<file path="config.mk">
export PLATFORM = sky130hd
export DESIGN_NAME = xbee_msg_scheduler
export DESIGN_NICKNAME = d
export VERILOG_FILES = /design/src/rtl/xbee_msg_scheduler.sv
export SDC_FILE = /design/constraint.sdc
export NUM_CORES = 1
export LEC_CHECK = 0
export BUFFER_PORTS_ARGS = -buffer_cell sky130_fd_sc_hd__buf_2
export CAP_MARGIN = 15
export CORE_ASPECT_RATIO = 0.6
export CORE_MARGIN = 5
export CORE_UTILIZATION = 40
export CTS_CLUSTER_DIAMETER = 150
export DETAILED_ROUTE_END_ITERATION = 7
export PLACE_DENSITY = 0.55
export SLEW_MARGIN = 30
export SYNTH_ARGS = -nofsm -noshare
export SYNTH_HDL_FRONTEND = slang
export SYNTH_SLANG_ARGS = --single-unit
</file>
<file path="constraint.sdc">
create_clock -name clk_50M -period 9.68 [get_ports clk_50M]
set_input_delay 1.936 -clock clk_50M [delete_from_list [all_inputs] [get_ports clk_50M]]
set_output_delay 1.936 -clock clk_50M [all_outputs]
set_load 0.005 [all_outputs]
</file>
<file path="src/rtl/xbee_msg_scheduler.sv">
// xbee_msg_scheduler: round-robin grant of three Xbee status-message requesters
// (SI detector, supply pick, supply deposit), a small descriptor FIFO, and the
// tx_start/tx_complete sequencing toward the Xbee UART transmitter.
// Optional build macro: XBEE_SCHED_TIMEOUT_EN adds a SEND watchdog (timeout_err).
module xbee_msg_scheduler #(
  parameter int unsigned DEPTH       = 4,
  parameter int unsigned GAP_CYCLES  = 4340,
  parameter int unsigned TIMEOUT_CYC = 2000000
) (
  input  logic        clk_50M,
  input  logic        rst_n,
  input  logic [2:0]  req,
  input  logic [23:0] req_desc,
  output logic [2:0]  ack,
  output logic        tx_start,
  output logic [1:0]  msg_type,
  output logic [1:0]  field,
  output logic [1:0]  node_si,
  output logic [1:0]  color,
  input  logic        tx_complete,
  output logic        busy,
  output logic        fifo_full,
  output logic        bad_msg,
  output logic        timeout_err
);

  localparam int unsigned PTR_W = (DEPTH > 1) ? $clog2(DEPTH) : 1;
  localparam int unsigned CNT_W = $clog2(DEPTH + 1);
  localparam int unsigned GAP_W = (GAP_CYCLES > 0) ? $clog2(GAP_CYCLES + 1) : 1;

  typedef enum logic [1:0] {S_IDLE, S_LOAD, S_SEND, S_GAP} state_e;

  state_e             state_q, state_d;
  logic [1:0]         rr_q, rr_d;
  logic [2:0]         ack_q, ack_d;
  logic               bad_q, bad_d;
  logic               tx_start_q, tx_start_d;
  logic [7:0]         desc_q, desc_d;
  logic [GAP_W-1:0]   gap_cnt_q, gap_cnt_d;
  logic               busy_q, busy_d;
  logic               full_q, full_d;
  logic [7:0]         mem_q [DEPTH];
  logic [PTR_W-1:0]   wr_ptr_q, rd_ptr_q;
  logic [CNT_W-1:0]   count_q, count_d;

  logic               grant_ok, grant_vld, desc_ok, push, pop, timeout_hit;
  logic [1:0]         grant_idx, cand_idx;
  logic [7:0]         desc_sel;

  function automatic logic [1:0] wrap3(input logic [2:0] v);
    return (v >= 3'd3) ? 2'(v - 3'd3) : v[1:0];
  endfunction

  assign pop      = (state_q == S_LOAD);
  assign grant_ok = (count_q != CNT_W'(DEPTH)) || pop;

  // Round-robin search starting at rr_q; a full FIFO blocks grants unless the head is popped now.
  always_comb begin
    grant_vld = 1'b0;
    grant_idx = 2'd0;
    cand_idx  = 2'd0;
    for (int k = 0; k < 3; k++) begin
      cand_idx = wrap3({1'b0, rr_q} + 3'(k));
      if (!grant_vld && grant_ok && req[cand_idx]) begin
        grant_vld = 1'b1;
        grant_idx = cand_idx;
      end
    end
  end

  // Descriptor of the granted requester and its validity.
  always_comb begin
    case (grant_idx)
      2'd1:    desc_sel = req_desc[15:8];
      2'd2:    desc_sel = req_desc[23:16];
      default: desc_sel = req_desc[7:0];
    endcase
  end

  assign desc_ok = (desc_sel[7:6] != 2'd0) && (desc_sel[3:2] != 2'd0) && (desc_sel[1:0] != 2'd0);
  assign push    = grant_vld && desc_ok;

  // Grant-side next values: ack pulse, reject pulse, pointer advance, occupancy.
  always_comb begin
    ack_d   = grant_vld ? (3'b001 << grant_idx) : 3'b000;
    bad_d   = grant_vld && !desc_ok;
    rr_d    = grant_vld ? wrap3({1'b0, grant_idx} + 3'd1) : rr_q;
    count_d = count_q + CNT_W'(push) - CNT_W'(pop);
    full_d  = (count_d == CNT_W'(DEPTH));
  end

`ifdef XBEE_SCHED_TIMEOUT_EN
  localparam logic [31:0] TO_LAST = (TIMEOUT_CYC > 0) ? 32'(TIMEOUT_CYC - 1) : 32'd0;

  logic [31:0] to_cnt_q;
  logic        timeout_err_q;

  assign timeout_hit = (to_cnt_q == TO_LAST);
  assign timeout_err = timeout_err_q;

  // Watchdog counts cycles spent in SEND; the error flag is sticky until reset.
  always_ff @(posedge clk_50M or negedge rst_n) begin
    if (!rst_n) begin
      to_cnt_q      <= 32'd0;
      timeout_err_q <= 1'b0;
    end else begin
      to_cnt_q <= (state_q == S_SEND) ? to_cnt_q + 32'd1 : 32'd0;
      if ((state_q == S_SEND) && !tx_complete && timeout_hit) begin
        timeout_err_q <= 1'b1;
      end
    end
  end
`else
  // The watchdog limit only matters when the watchdog is built in.
  logic unused_timeout_cfg;
  assign unused_timeout_cfg = (TIMEOUT_CYC != 0);
  assign timeout_hit        = 1'b0;
  assign timeout_err        = 1'b0;
`endif

  // Transmit sequencing: next state plus registered handshake/descriptor outputs.
  always_comb begin
    state_d    = state_q;
    tx_start_d = tx_start_q;
    desc_d     = desc_q;
    gap_cnt_d  = gap_cnt_q;
    case (state_q)
      S_IDLE: begin
        if (count_q != '0) begin
          state_d = S_LOAD;
        end
      end
      S_LOAD: begin
        desc_d     = mem_q[rd_ptr_q];
        tx_start_d = 1'b1;
        state_d    = S_SEND;
      end
      S_SEND: begin
        if (tx_complete || timeout_hit) begin
          tx_start_d = 1'b0;
          gap_cnt_d  = GAP_W'(GAP_CYCLES);
          state_d    = S_GAP;
        end
      end
      S_GAP: begin
        if (gap_cnt_q <= GAP_W'(1)) begin
          state_d = S_IDLE;
        end else begin
          gap_cnt_d = gap_cnt_q - GAP_W'(1);
        end
      end
      default: state_d = S_IDLE;
    endcase
    busy_d = (state_d != S_IDLE) || (count_d != '0);
  end

  // FSM state register.
  always_ff @(posedge clk_50M or negedge rst_n) begin
    if (!rst_n) begin
      state_q <= S_IDLE;
    end else begin
      state_q <= state_d;
    end
  end

  // Datapath and output registers.
  always_ff @(posedge clk_50M or negedge rst_n) begin
    if (!rst_n) begin
      rr_q       <= 2'd0;
      ack_q      <= 3'b000;
      bad_q      <= 1'b0;
      tx_start_q <= 1'b0;
      desc_q     <= 8'd0;
      gap_cnt_q  <= '0;
      busy_q     <= 1'b0;
      full_q     <= 1'b0;
      wr_ptr_q   <= '0;
      rd_ptr_q   <= '0;
      count_q    <= '0;
      for (int unsigned i = 0; i < DEPTH; i++) begin
        mem_q[i] <= 8'd0;
      end
    end else begin
      rr_q       <= rr_d;
      ack_q      <= ack_d;
      bad_q      <= bad_d;
      tx_start_q <= tx_start_d;
      desc_q     <= desc_d;
      gap_cnt_q  <= gap_cnt_d;
      busy_q     <= busy_d;
      full_q     <= full_d;
      count_q    <= count_d;
      if (push) begin
        mem_q[wr_ptr_q] <= desc_sel;
        wr_ptr_q        <= wr_ptr_q + PTR_W'(1);
      end
      if (pop) begin
        rd_ptr_q <= rd_ptr_q + PTR_W'(1);
      end
    end
  end

  assign ack       = ack_q;
  assign bad_msg   = bad_q;
  assign tx_start  = tx_start_q;
  assign msg_type  = desc_q[7:6];
  assign field     = desc_q[5:4];
  assign node_si   = desc_q[3:2];
  assign color     = desc_q[1:0];
  assign busy      = busy_q;
  assign fifo_full = full_q;

endmodule

</file>
After elaboration in Yosys (flattened, before gate mapping)
Cells that the tools add are included.
W data, S select, Z words.
{"block": "classes", "eq_ne": 9, "n_bitwise": 2, "order_cmp": 11, "addsub": 12, "shifts": 1, "mux": 33, "reduce_logical": 26}
{"cell": "$bwmux W32", "count": 1}
{"cell": "$mux W13", "count": 2}
{"cell": "$pmux W13 S2", "count": 1}
{"cell": "$mux W8", "count": 3}
{"cell": "$mux W2", "count": 10}
{"cell": "$bmux W8 S2", "count": 1}
{"cell": "$demux W8 S2", "count": 1}
{"cell": "$pmux W8 S2", "count": 1}
{"cell": "$le A13 B1 Y1 const B", "count": 1}
{"cell": "$sub A13 B1 Y13 const B", "count": 1}
{"cell": "$reduce_bool A2 Y1", "count": 6}
{"cell": "$logic_and A1 B1 Y1", "count": 10}
{"cell": "$ge A3 B2 Y1 const B", "count": 3}
{"cell": "$lt A2 B3 Y1 const B", "count": 3}
{"cell": "$pmux W2 S4", "count": 1}
{"cell": "$sub A2 B2 Y2 const B", "count": 4}
{"cell": "$mux W1", "count": 7}
{"cell": "$add A2 B1 Y3 const B", "count": 2}
{"cell": "$bmux W1 S2", "count": 3}
{"cell": "$eq A2 B2 Y1 const B", "count": 3}
{"cell": "$ge A3 B3 Y1 const B", "count": 2}
{"cell": "$not A2 Y3", "count": 2}
{"cell": "$reduce_bool A3 Y1", "count": 2}
{"cell": "$add A2 B1 Y2 const B", "count": 2}
{"cell": "17 further kinds", "count": 22}
{"block": "word_totals", "ff_bits": 71, "inputBits": 30}

Logic depth before layout (Yosys ltp)
Gate-level depths: netlist of the first run.
{"block": "logic_depth", "word_depth": 24, "mapped_depth": 20, "mapped_depth_nobuf": 18}

Worst setup path after synthesis of the first run
No wires, ideal clock.
{"block": "synth_timing", "kind": "input port to flip-flop", "start": "input req[1]", "end": "register busy_q, in the netlist busy", "setup_slack_ns": 4.235, "n_path_buf": 2, "arrival_ns": 5.305, "path_stages": 18, "t_required_ns": 9.540, "cell_sequence": "mux2i_1 > o22ai_1 > nor4b_1 > nand2_1 > o21a_1 > ha_1 > clkbuf_1 > nand2_1 > o21ai_0 > o221a_2 > buf_2 > nand2_1 > ha_1 > inv_1 > ha_1 > fa_1 > xnor2_1 > o211ai_1"}
{"block": "synth_via", "elab_chain_cells": 22, "word_cells_on_any_way": 32, "cone_classes": "add/sub (2); eq/ne (2); mux (13); reduce/logical (15)"}
{"element": "from (decl)", "line_no": "12", "rtl": "input logic [2:0] req,"}
{"element": "$bmux W1 S2", "line_no": "64", "rtl": "if (!grant_vld && grant_ok && req[cand_idx]) begin"}
{"element": "$mux W1 (not written as such)", "line_no": "64"}
{"element": "$logic_and A1 B1 Y1", "line_no": "64"}
{"element": "$mux W1", "line_no": "64"}
{"element": "$logic_not A1 Y1", "line_no": "64"}
{"element": "$logic_and A1 B1 Y1 (2 in series)", "line_no": "64"}
{"element": "$mux W1", "line_no": "64"}
{"element": "$logic_not A1 Y1", "line_no": "64"}
{"element": "[... 5 more ...]"}
{"element": "$reduce_bool A2 Y1", "line_no": "80", "rtl": "assign desc_ok = (desc_sel[7:6] != 2'd0) && (desc_sel[3:2] != 2'd0) && (desc_sel[1:0] != 2'd0);"}
{"element": "$logic_and A1 B1 Y1 (2 in series)", "line_no": "80"}
{"element": "$logic_and A1 B1 Y1 (*)", "line_no": "81", "rtl": "assign push = grant_vld && desc_ok;"}
{"element": "$add A3 B1 Y3 (*)", "line_no": "88", "rtl": "count_d = count_q + CNT_W'(push) - CNT_W'(pop);"}
{"element": "$sub A3 B1 Y3 (*)", "line_no": "88"}
{"element": "$reduce_bool A3 Y1 (*)", "line_no": "154", "rtl": "busy_d = (state_d != S_IDLE) || (count_d != '0);"}
{"element": "$logic_or A1 B1 Y1 (*)", "line_no": "154"}
{"element": "named net busy_d", "line_no": "40", "rtl": "logic busy_q, busy_d;"}
{"element": "to (signal assigned)", "line_no": "190", "rtl": "busy_q <= busy_d;"}
{"element": "to (decl)", "line_no": "40"}
Mark *: on every way through the listed nets, which the timed path passes. The rest lies on a longest branch. The select of a mux whose other input is x is not followed.
A chain may end at the register's enable or synchronous reset.

Worst setup path in the final report of the first run
Same ends and word-level chain as after synthesis.

==> flow_summary.rst, run 1 <==
.. list-table::
   :header-rows: 1

   * - Metric
     - Value
   * - GRT Resource Usage Total
     - 15.4%
   * - Layout Area Growth over Synthesis
     - 15.8%
   * - Relative slew margins
     - 51.6%
   * - TritonCTS Buffers
     - 9
   * - Register area
     - 0.00178 mm²
   * - Maximum number of pins on one net before global-route repair
     - 72
   * - Run status
     - finished clean
   * - Cts repair resizes
     - 0
   * - Cell with the largest stage delay on the worst path
     - sky130_fd_sc_hd__o21ai_0
   * - Share of cells above drive strength 1
     - a little under a third
   * - Flop and latch count out of synthesis
     - between 70 and 80
   * - Ratio of total power to cell area
     - ~330 mW/mm²
   * - Hold buffers post-CTS
     - 0
   * - Final standard cell area without fillers
     - 0.00420 mm²
   * - Final Max Tran Viols
     - 0
   * - Category of the worst setup path launch point
     - input pin
   * - Std cell rows
     - 26
   * - Post-Synthesis Cells
     - between 300 and 400
   * - Vertical extent of the die
     - between 80 and 90 µm
   * - Final Skew
     - 0.00495 ns
   * - Peak ir drop on the vdd network
     - roughly 0.14 mV
   * - Crit-path max cell delay
     - 0.58 ns
   * - Number of optimization iterations in the first detailed-route pass
     - 4
   * - Via count
     - ~2500
   * - Clock transition at the registers of the reported paths
     - roughly 0.050 ns
   * - Synth cell types
     - about 50
   * - Nets
     - 397
   * - Post-DP HPWL
     - approximately 5600 µm
   * - Antenna violation net count after detailed routing
     - 0
   * - Worst setup slack after layout
     - 3.84 ns
   * - Number of global-route vias before repair
     - 2581
   * - Count of buffers added by post-CTS timing repair for setup
     - 0
   * - Setup tns final
     - 0 ns
   * - Total Routed Length
     - a little under 8000 µm
   * - Area inside the core boundary
     - 0.00869 mm²
   * - Fraction of synthesized cell area taken by the top area cell type
     - roughly half
   * - Number of enable-type register cells in the synthesized netlist
     - 0
   * - Detailed-route vias per instance
     - between 5 and 6
   * - First-pass GRT wire length
     - 13400 µm
   * - Initial Utilization
     - between 40% and 50%
   * - Mapped Nets
     - between 300 and 400
   * - Top FF cell, synth
     - sky130_fd_sc_hd__dfrtp_1
   * - Depth of the CTS H-tree
     - 3
   * - Crit Path Category
     - input pin to flop
   * - Port Buffer Count
     - 44
   * - Netlist area before placement
     - roughly 0.0036 mm²
   * - DP Area
     - 0.00394 mm²
   * - Final Wtd Congestion
     - roughly 0.85
   * - Worst endpoint data arrival time
     - about 6.0 ns
   * - Worst Setup End Kind
     - flop
   * - Tot Pwr
     - ~1.4 mW
   * - Total count of hold-check failures in the final report
     - 0
   * - Cell leakage power
     - 1.92 nW
   * - Number of failing setup endpoints in the final timing report
     - 0
   * - Worst Hold Class
     - flop to flop
   * - Antenna violations before repair
     - 0
   * - Cell repeated most along the worst path
     - sky130_fd_sc_hd__ha_1
   * - Fraction of registers with async set/reset
     - 100%
   * - Average footprint of a synthesized cell
     - about 12 µm²
   * - Slew at the pin with the worst max-slew slack
     - 0.716 ns
   * - Setup repair after global routing missed its margin
     - false
   * - Place WS
     - 3.54 ns
   * - Final min period
     - ~5.8 ns
   * - TritonCTS clock tree
     - built
   * - Horizontal extent of the die
     - between 100 and 150 µm
   * - Clock root buffer
     - sky130_fd_sc_hd__clkbuf_16
   * - Buffer depth of the longest clock path
     - 2
   * - Inserted Diodes
     - 0
   * - Area of the die
     - ~0.011 mm²
   * - Post-synthesis sequential area ratio
     - between 40% and 50%
   * - Top post-synthesis cells by area
     - sky130_fd_sc_hd__dfrtp_1 49%, sky130_fd_sc_hd__mux2_2 13%, sky130_fd_sc_hd__ha_1 5.5%
   * - Number of DRC violations after detailed routing
     - 0
   * - Post-route fraction of the period consumed by the critical path
     - 60.3%
   * - Number of clock sinks
     - 71
   * - Number of maximum-capacitance constraint violations
     - 0
   * - I/O pin count
     - 46
   * - DRC marker count from the first detailed-route iteration
     - 139
   * - Biggest fanout along the worst timing path
     - 9
   * - Area leader, netlist
     - sky130_fd_sc_hd__dfrtp_1
   * - Clock latency on the worst-skew pair
     - about 0.33 ns
   * - Grt total ovfl
     - 0
   * - Area occupied by multi-input gates
     - around 0.0017 mm²
   * - Cell-by-cell trace of the critical path
     - buf_2 -> mux2i_1 -> o22ai_1 -> nor4b_1 -> nand2_1 -> o21ai_0 -> ha_1 -> a22oi_1 -> o21ai_0 -> o221a_2 -> nand2_1 -> ha_1 -> inv_1 -> ha_1 -> fa_1 -> xnor2_1 -> o211ai_1
   * - Final std cells w/o fill
     - 464
   * - Cell total after placement
     - about 450
   * - Wirelength per Cell
     - 17.0 µm
   * - Crit path required time
     - between 9 and 10 ns
   * - Maximum operating frequency
     - between 0.15 and 0.2 GHz
   * - Count of synthesis-stage warnings from yosys
     - 0
   * - Layout filler cell count
     - 831
## power by group
part / internal, mW / switching, mW / leakage, nW
combinational: 0.283 / 0.337 / 0.932
sequential: 0.410 / 0.0683 / 0.867
clock: 0.176 / 0.113 / 0.121
total: 0.869 / 0.518 / 1.92
## per-stage QoR
step	util, %	hold WS (ns)
2_1_floorplan	-	0.473
3_3_place_gp	45.3	0.464
3_5_place_dp	45.3	0.465
4_1_cts	48.3	0.477
5_1_grt	48.3	0.505
6_report	48.3	0.472
## synth_stat cells, types with 3 or more instances
library cell	n
sky130_fd_sc_hd__a21oi_1	4
sky130_fd_sc_hd__mux4_2	8
sky130_fd_sc_hd__nor2_1	18
sky130_fd_sc_hd__mux2_2	41
sky130_fd_sc_hd__o211ai_1	3
sky130_fd_sc_hd__dfrtp_1	71
sky130_fd_sc_hd__and2_1	3
sky130_fd_sc_hd__nor4_1	3
sky130_fd_sc_hd__ha_1	16
sky130_fd_sc_hd__clkbuf_1	10
sky130_fd_sc_hd__o22ai_1	4
sky130_fd_sc_hd__inv_1	14
sky130_fd_sc_hd__o21ai_0	16
sky130_fd_sc_hd__nor2b_1	6
sky130_fd_sc_hd__nor3_1	7
sky130_fd_sc_hd__nand2_1	21
sky130_fd_sc_hd__xnor2_1	4
sky130_fd_sc_hd__a22oi_1	6
sky130_fd_sc_hd__nand3_1	5
sky130_fd_sc_hd__mux2i_1	7
sky130_fd_sc_hd__xor2_1	6
## worst paths after layout
check,from,endpoint,slack (ns),depth (start not counted)
worst min-delay path,tx_start,tx_start,0.47,1
worst max-delay path,req[1],busy,3.84,17
min in group asynchronous,rst_n,fifo_full,1.70,2
max in group asynchronous,rst_n,mem_q[20],7.54,2
worst min register to register,tx_start,tx_start,0.47,1
worst max register to register,state_q[0],busy,4.55,17
## critical path, delay by kind of cell
kind	cells	cell delay (ns)
xor gates and xnor gates	1	0.25
and+or+nand+nor	3	0.72
muxes	1	0.12
AOI/OAI and AO/OA	6	1.54
buffers and inverters	2	0.15
adders and majority gates	4	1.31
## cell usage in the layout (no fill, tap or decap), drive strengths merged, types with 2 or more instances in the layout
| master | netlist | final |
|---|---|---|
| nor4b | 2 | 2 |
| a221oi | 2 | 2 |
| inv | 14 | 14 |
| nor2b | 6 | 6 |
| dfrtp | 71 | 71 |
| mux4 | 8 | 8 |
| clkbuf | 10 | 12 |
| and2 | 3 | 3 |
| nand2 | 21 | 21 |
| nor2 | 18 | 18 |
| buf | 3 | 46 |
| or4 | 3 | 3 |
| nor4 | 3 | 3 |
| a22o | 2 | 2 |
| xnor2 | 4 | 4 |
| nor3 | 7 | 7 |
| o21a | 2 | 2 |
| mux2i | 7 | 7 |
| a22oi | 6 | 6 |
| ha | 16 | 16 |
| nand3 | 6 | 6 |
| o211ai | 3 | 3 |
| o21ai | 17 | 17 |
| o22ai | 4 | 4 |
| xor2 | 6 | 6 |
| mux2 | 41 | 41 |
| a21oi | 4 | 4 |
## cell families after synthesis
family / synth area share (%)
other: 0.103
buffers and inverters: 3.14
XOR/XNOR: 2.42
AO/OA/AOI/OAI: 8.84
multiplexers: 19.6
AND/OR/NAND/NOR: 10.8
flip-flops: 49.0
adder cells (fa/ha/maj): 6.08
## flip-flops by register name (all words and copies together) (netlist names), 2 cells and up
name       flops
gap_cnt_q     13
desc_q         8
mem_q         32
state_q        2
rd_ptr_q       2
count_q        3
ack            3
wr_ptr_q       2
rr_q           2
## cell type report
class                           instances  area share (%)
Inverter                               14            1.25
Tap cell                              112            3.34
Multi-Input combinational cell        208            41.3
Clock inverter                          1           0.179
Timing Repair Buffer                   46            5.69
Clock buffer                           12            5.87
Sequential cell                        71            42.3
## routing by layer
| layer | part of all wire [%] | routed length (µm) | global-route usage [%] | vias to the layer above |
|---|---|---|---|---|
| met3 | 4.7 | 368 | 4.52 | 8 |
| met1 | 54 | 4290 | 23.6 | 1223 |
| met2 | 40 | 3130 | 20.4 | 62 |
| li1 | - | - | - | 1187 |
| met5 | 0 | 0 | 0 | - |
| met4 | 1.1 | 85 | 5.19 | 0 |
(Power assumes the default switching activity.)
==> inputs of run 2 (changes only) <==
--- a/config.mk
+++ b/config.mk
@@ -12,7 +12,7 @@
 export CORE_UTILIZATION = 40
 export CTS_CLUSTER_DIAMETER = 150
 export DETAILED_ROUTE_END_ITERATION = 7
-export PLACE_DENSITY = 0.55
+export PLACE_DENSITY = 0.57
 export SLEW_MARGIN = 30
 export SYNTH_ARGS = -nofsm -noshare
 export SYNTH_HDL_FRONTEND = slang
==> constraint.sdc (replaced) <==
create_clock -name clk_50M -period 4.7 [get_ports clk_50M]
set_input_delay 0.94 -clock clk_50M [delete_from_list [all_inputs] [get_ports clk_50M]]
set_output_delay 0.94 -clock clk_50M [all_outputs]
set_load 0.005 [all_outputs]
==> flow_summary.rst, run 2 (synthesis gave the netlist of run 1 again) <==
.. list-table::
   :header-rows: 1

   * - Metric
     - Value
   * - Ratio of total power to cell area
     - 701 mW/mm² (+110%)
   * - Vertical extent of the die
     - 83.7 µm (unchanged)
   * - Crit path required time
     - 4.90 ns (-4.98 ns)
   * - Grt total ovfl
     - 0 (unchanged)
   * - Total count of hold-check failures in the final report
     - 0 (unchanged)
   * - Wirelength per Cell
     - 16.9 µm (-0.39%)
   * - Initial Utilization
     - 41.7% (unchanged)
   * - Run status
     - finished clean
   * - Number of global-route vias before repair
     - 2574 (-0.27%)
   * - Share of cells above drive strength 1
     - 35.0% (+3.4 points)
   * - Source of the critical timing path
     - rr_q[1]
   * - Core Util, Final
     - 49.7% (+1.4 points)
   * - Cell family with the largest share of critical-path delay
     - compound AO/OA/AOI/OAI gates
   * - Number of maximum-capacitance constraint violations
     - 0 (unchanged)
   * - Crit Path Category
     - flop to flop
   * - Place WS
     - 0.0383 ns (-3.50 ns)
   * - Hold WS
     - 0.477 ns (+0.00538 ns)
   * - Final standard cell area without fillers
     - 0.00432 mm² (+2.9%)
   * - Slew at the pin with the worst max-slew slack
     - 0.816 ns (+0.101 ns)
   * - Final Max Tran Viols
     - 0 (unchanged)
   * - Commonest cells after routing, fill and taps aside
     - 71 x sky130_fd_sc_hd__dfrtp_1, 44 x sky130_fd_sc_hd__buf_2, 41 x sky130_fd_sc_hd__mux2_2, 21 x sky130_fd_sc_hd__nand2_1, 18 x sky130_fd_sc_hd__nor2_1
   * - Switching power share of the total
     - 36.5% (-0.81 points)
   * - Port Buffer Count
     - 44 (unchanged)
   * - Clock transition at the registers of the reported paths
     - 0.05 ns (about the same)
   * - Std cell rows
     - 26 (unchanged)
   * - Cell internal power dissipation
     - 1.92 mW (+120%)
   * - Worst setup slack after layout
     - 0.319 ns (-3.53 ns)
   * - Hold buffers post-CTS
     - 0 (unchanged)
   * - Final min period
     - roughly 4.4 ns
   * - Antenna violation net count after detailed routing
     - 0 (unchanged)
   * - Total Routed Length
     - 8070 µm (+2.6%)
   * - Final Wtd Congestion
     - 0.861 (+1.3%)
   * - Area inside the core boundary
     - 0.00869 mm² (unchanged)
   * - Post-route fraction of the period consumed by the critical path
     - 93.2%
   * - Crit Reg-Reg Startpoint
     - rr_q[1]
   * - Cell with the largest stage delay on the worst path
     - sky130_fd_sc_hd__dfrtp_1
   * - Worst Setup End Kind
     - flop
   * - Peak ir drop on the vdd network
     - 0.285 mV (+99%)
   * - Min-delay src
     - tx_start
   * - Maximum operating frequency
     - ~0.23 GHz
   * - Number of failing setup endpoints in the final timing report
     - 0 (unchanged)
   * - Layout filler cell count
     - 802 (-3.5%)
   * - TritonCTS clock tree
     - built
   * - Crit path buffers/inverters
     - 5 (+3)
   * - Inserted Diodes
     - 0 (unchanged)
   * - Via count
     - 2533 (+2.1%)
   * - First-pass GRT wire length
     - 13500 µm (+0.98%)
   * - Tot Pwr
     - 3.03 mW (+120%)
   * - Buffer depth of the longest clock path
     - 2 (unchanged)
   * - Category of the worst setup path launch point
     - flop
   * - Post-DP HPWL
     - 5650 µm (+0.85%)
   * - Setup tns final
     - 0 ns (unchanged)
   * - Largest reg by FF count
     - mem_q
   * - I/O pin count
     - 46 (unchanged)
   * - Cell total after placement
     - 459 (+1.8%)
   * - Relative slew margins
     - 45.6% (-6.0 points)
   * - Worst endpoint data arrival time
     - 4.58 ns (-1.45 ns)
   * - Comb power frac
     - 46.6% (+1.9 points)
   * - Clock root buffer
     - sky130_fd_sc_hd__clkbuf_16
   * - Cell leakage power
     - 1.99 nW (+3.5%)
   * - Number of DRC violations after detailed routing
     - 0 (unchanged)
   * - Final Skew
     - 0.00615 ns (+0.00120 ns)
   * - Final std cells w/o fill
     - 478 (+3.0%)
   * - GRT Resource Usage Total
     - 15.4% (about the same)
   * - Worst Hold Class
     - flop to flop
   * - Number of clock sinks
     - 71 (unchanged)
   * - Biggest registers after layout
     - mem_q: 32 flops, gap_cnt_q: 13 flops, desc_q: 8 flops
   * - Area of the die
     - 0.0111 mm² (unchanged)
   * - Most common cell after layout, fill and taps aside
     - sky130_fd_sc_hd__dfrtp_1
   * - Detailed-route vias per instance
     - 5.30 (-0.85%)
   * - Depth of the CTS H-tree
     - 3 (unchanged)
   * - Number of optimization iterations in the first detailed-route pass
     - 4 (unchanged)
   * - Number of flip-flops in the largest register
     - 32 (unchanged)
   * - Switching Power
     - 1.11 mW (+110%)
   * - Clock latency on the worst-skew pair
     - 0.33 ns (about the same)
   * - Biggest fanout along the worst timing path
     - 6 (-3)
   * - Crit-path max cell delay
     - 0.40 ns (-0.18 ns)
   * - TritonCTS Buffers
     - 9 (unchanged)
   * - Antenna violations before repair
     - 0 (unchanged)
   * - Cell-by-cell trace of the critical path
     - inv_1 -> ha_1 -> mux2i_1 -> o22ai_1 -> buf_4 -> o32ai_1 -> a32o_1 -> inv_1 -> ha_2 -> clkbuf_2 -> a221oi_1 -> o22ai_1 -> o221a_2 -> nand2_1 -> ha_1 -> inv_1 -> ha_1 -> fa_1 -> xnor2_1 -> o211ai_1
   * - Flop-to-flop setup slack
     - 0.32 ns (-4.23 ns)
   * - DRC marker count from the first detailed-route iteration
     - 131 (-5.8%)
   * - Nets
     - 408 (+2.8%)
   * - Relative contribution of sequential cells to total power
     - 32.5% (-2.0 points)
   * - Horizontal extent of the die
     - 133 µm (unchanged)
   * - Layout Area Growth over Synthesis
     - 19.1%
   * - Maximum number of pins on one net before global-route repair
     - 38 (-47%)
   * - DP Area
     - 0.00400 mm² (+1.5%)
   * - Proportion of power drawn by the clock network
     - 20.8% (about the same)
==> run 2: final timing paths <==
kind / end / cells past startpoint
worst max-delay path: busy / 20
worst min-delay path: tx_start / 1
worst max register to register: busy / 20
worst min register to register: tx_start / 1
max in group asynchronous: mem_q[10] / 2
min in group asynchronous: count_q[2] / 1
==> run 2: power by group through the flow <==
stage	sequential [mW]	combinational (mW)	clock, mW
global placement	0.984	1.31	0
floorplan	0.956	0.973	0
finish	0.985	1.41	0.631
CTS	0.983	1.35	0.647
detailed placement	0.990	1.34	0
global route	1.01	1.59	0.670
==> run 2: layout make-up <==
cell class / instances / area (µm²) / area share, %
sequential: 71 / 1780 / 41.1
multi-input combinational: 208 / 1760 / 40.7
timing repair buffer: 57 / 315 / 7.30
clock buffer: 13 / 260 / 6.03
tap: 112 / 140 / 3.25
inverter: 14 / 52.6 / 1.22
clock inverter: 3 / 17.5 / 0.406
==> run 2: layer usage <==
| layer | up-vias | global-route usage (%) | wire (µm) |
|---|---|---|---|
| met2 | 75 | 21.3 | 3370 |
| met5 | - | 0 | 0 |
| met4 | 0 | 4.25 | 104 |
| met3 | 11 | 5.72 | 527 |
| met1 | 1237 | 22.4 | 4070 |
| li1 | 1210 | - | - |
==> run 2: timing repair <==
item,4_1_cts,5_1_grt
setup buffers,0,3
resized for setup,0,6
setup endpoints to repair,0,3
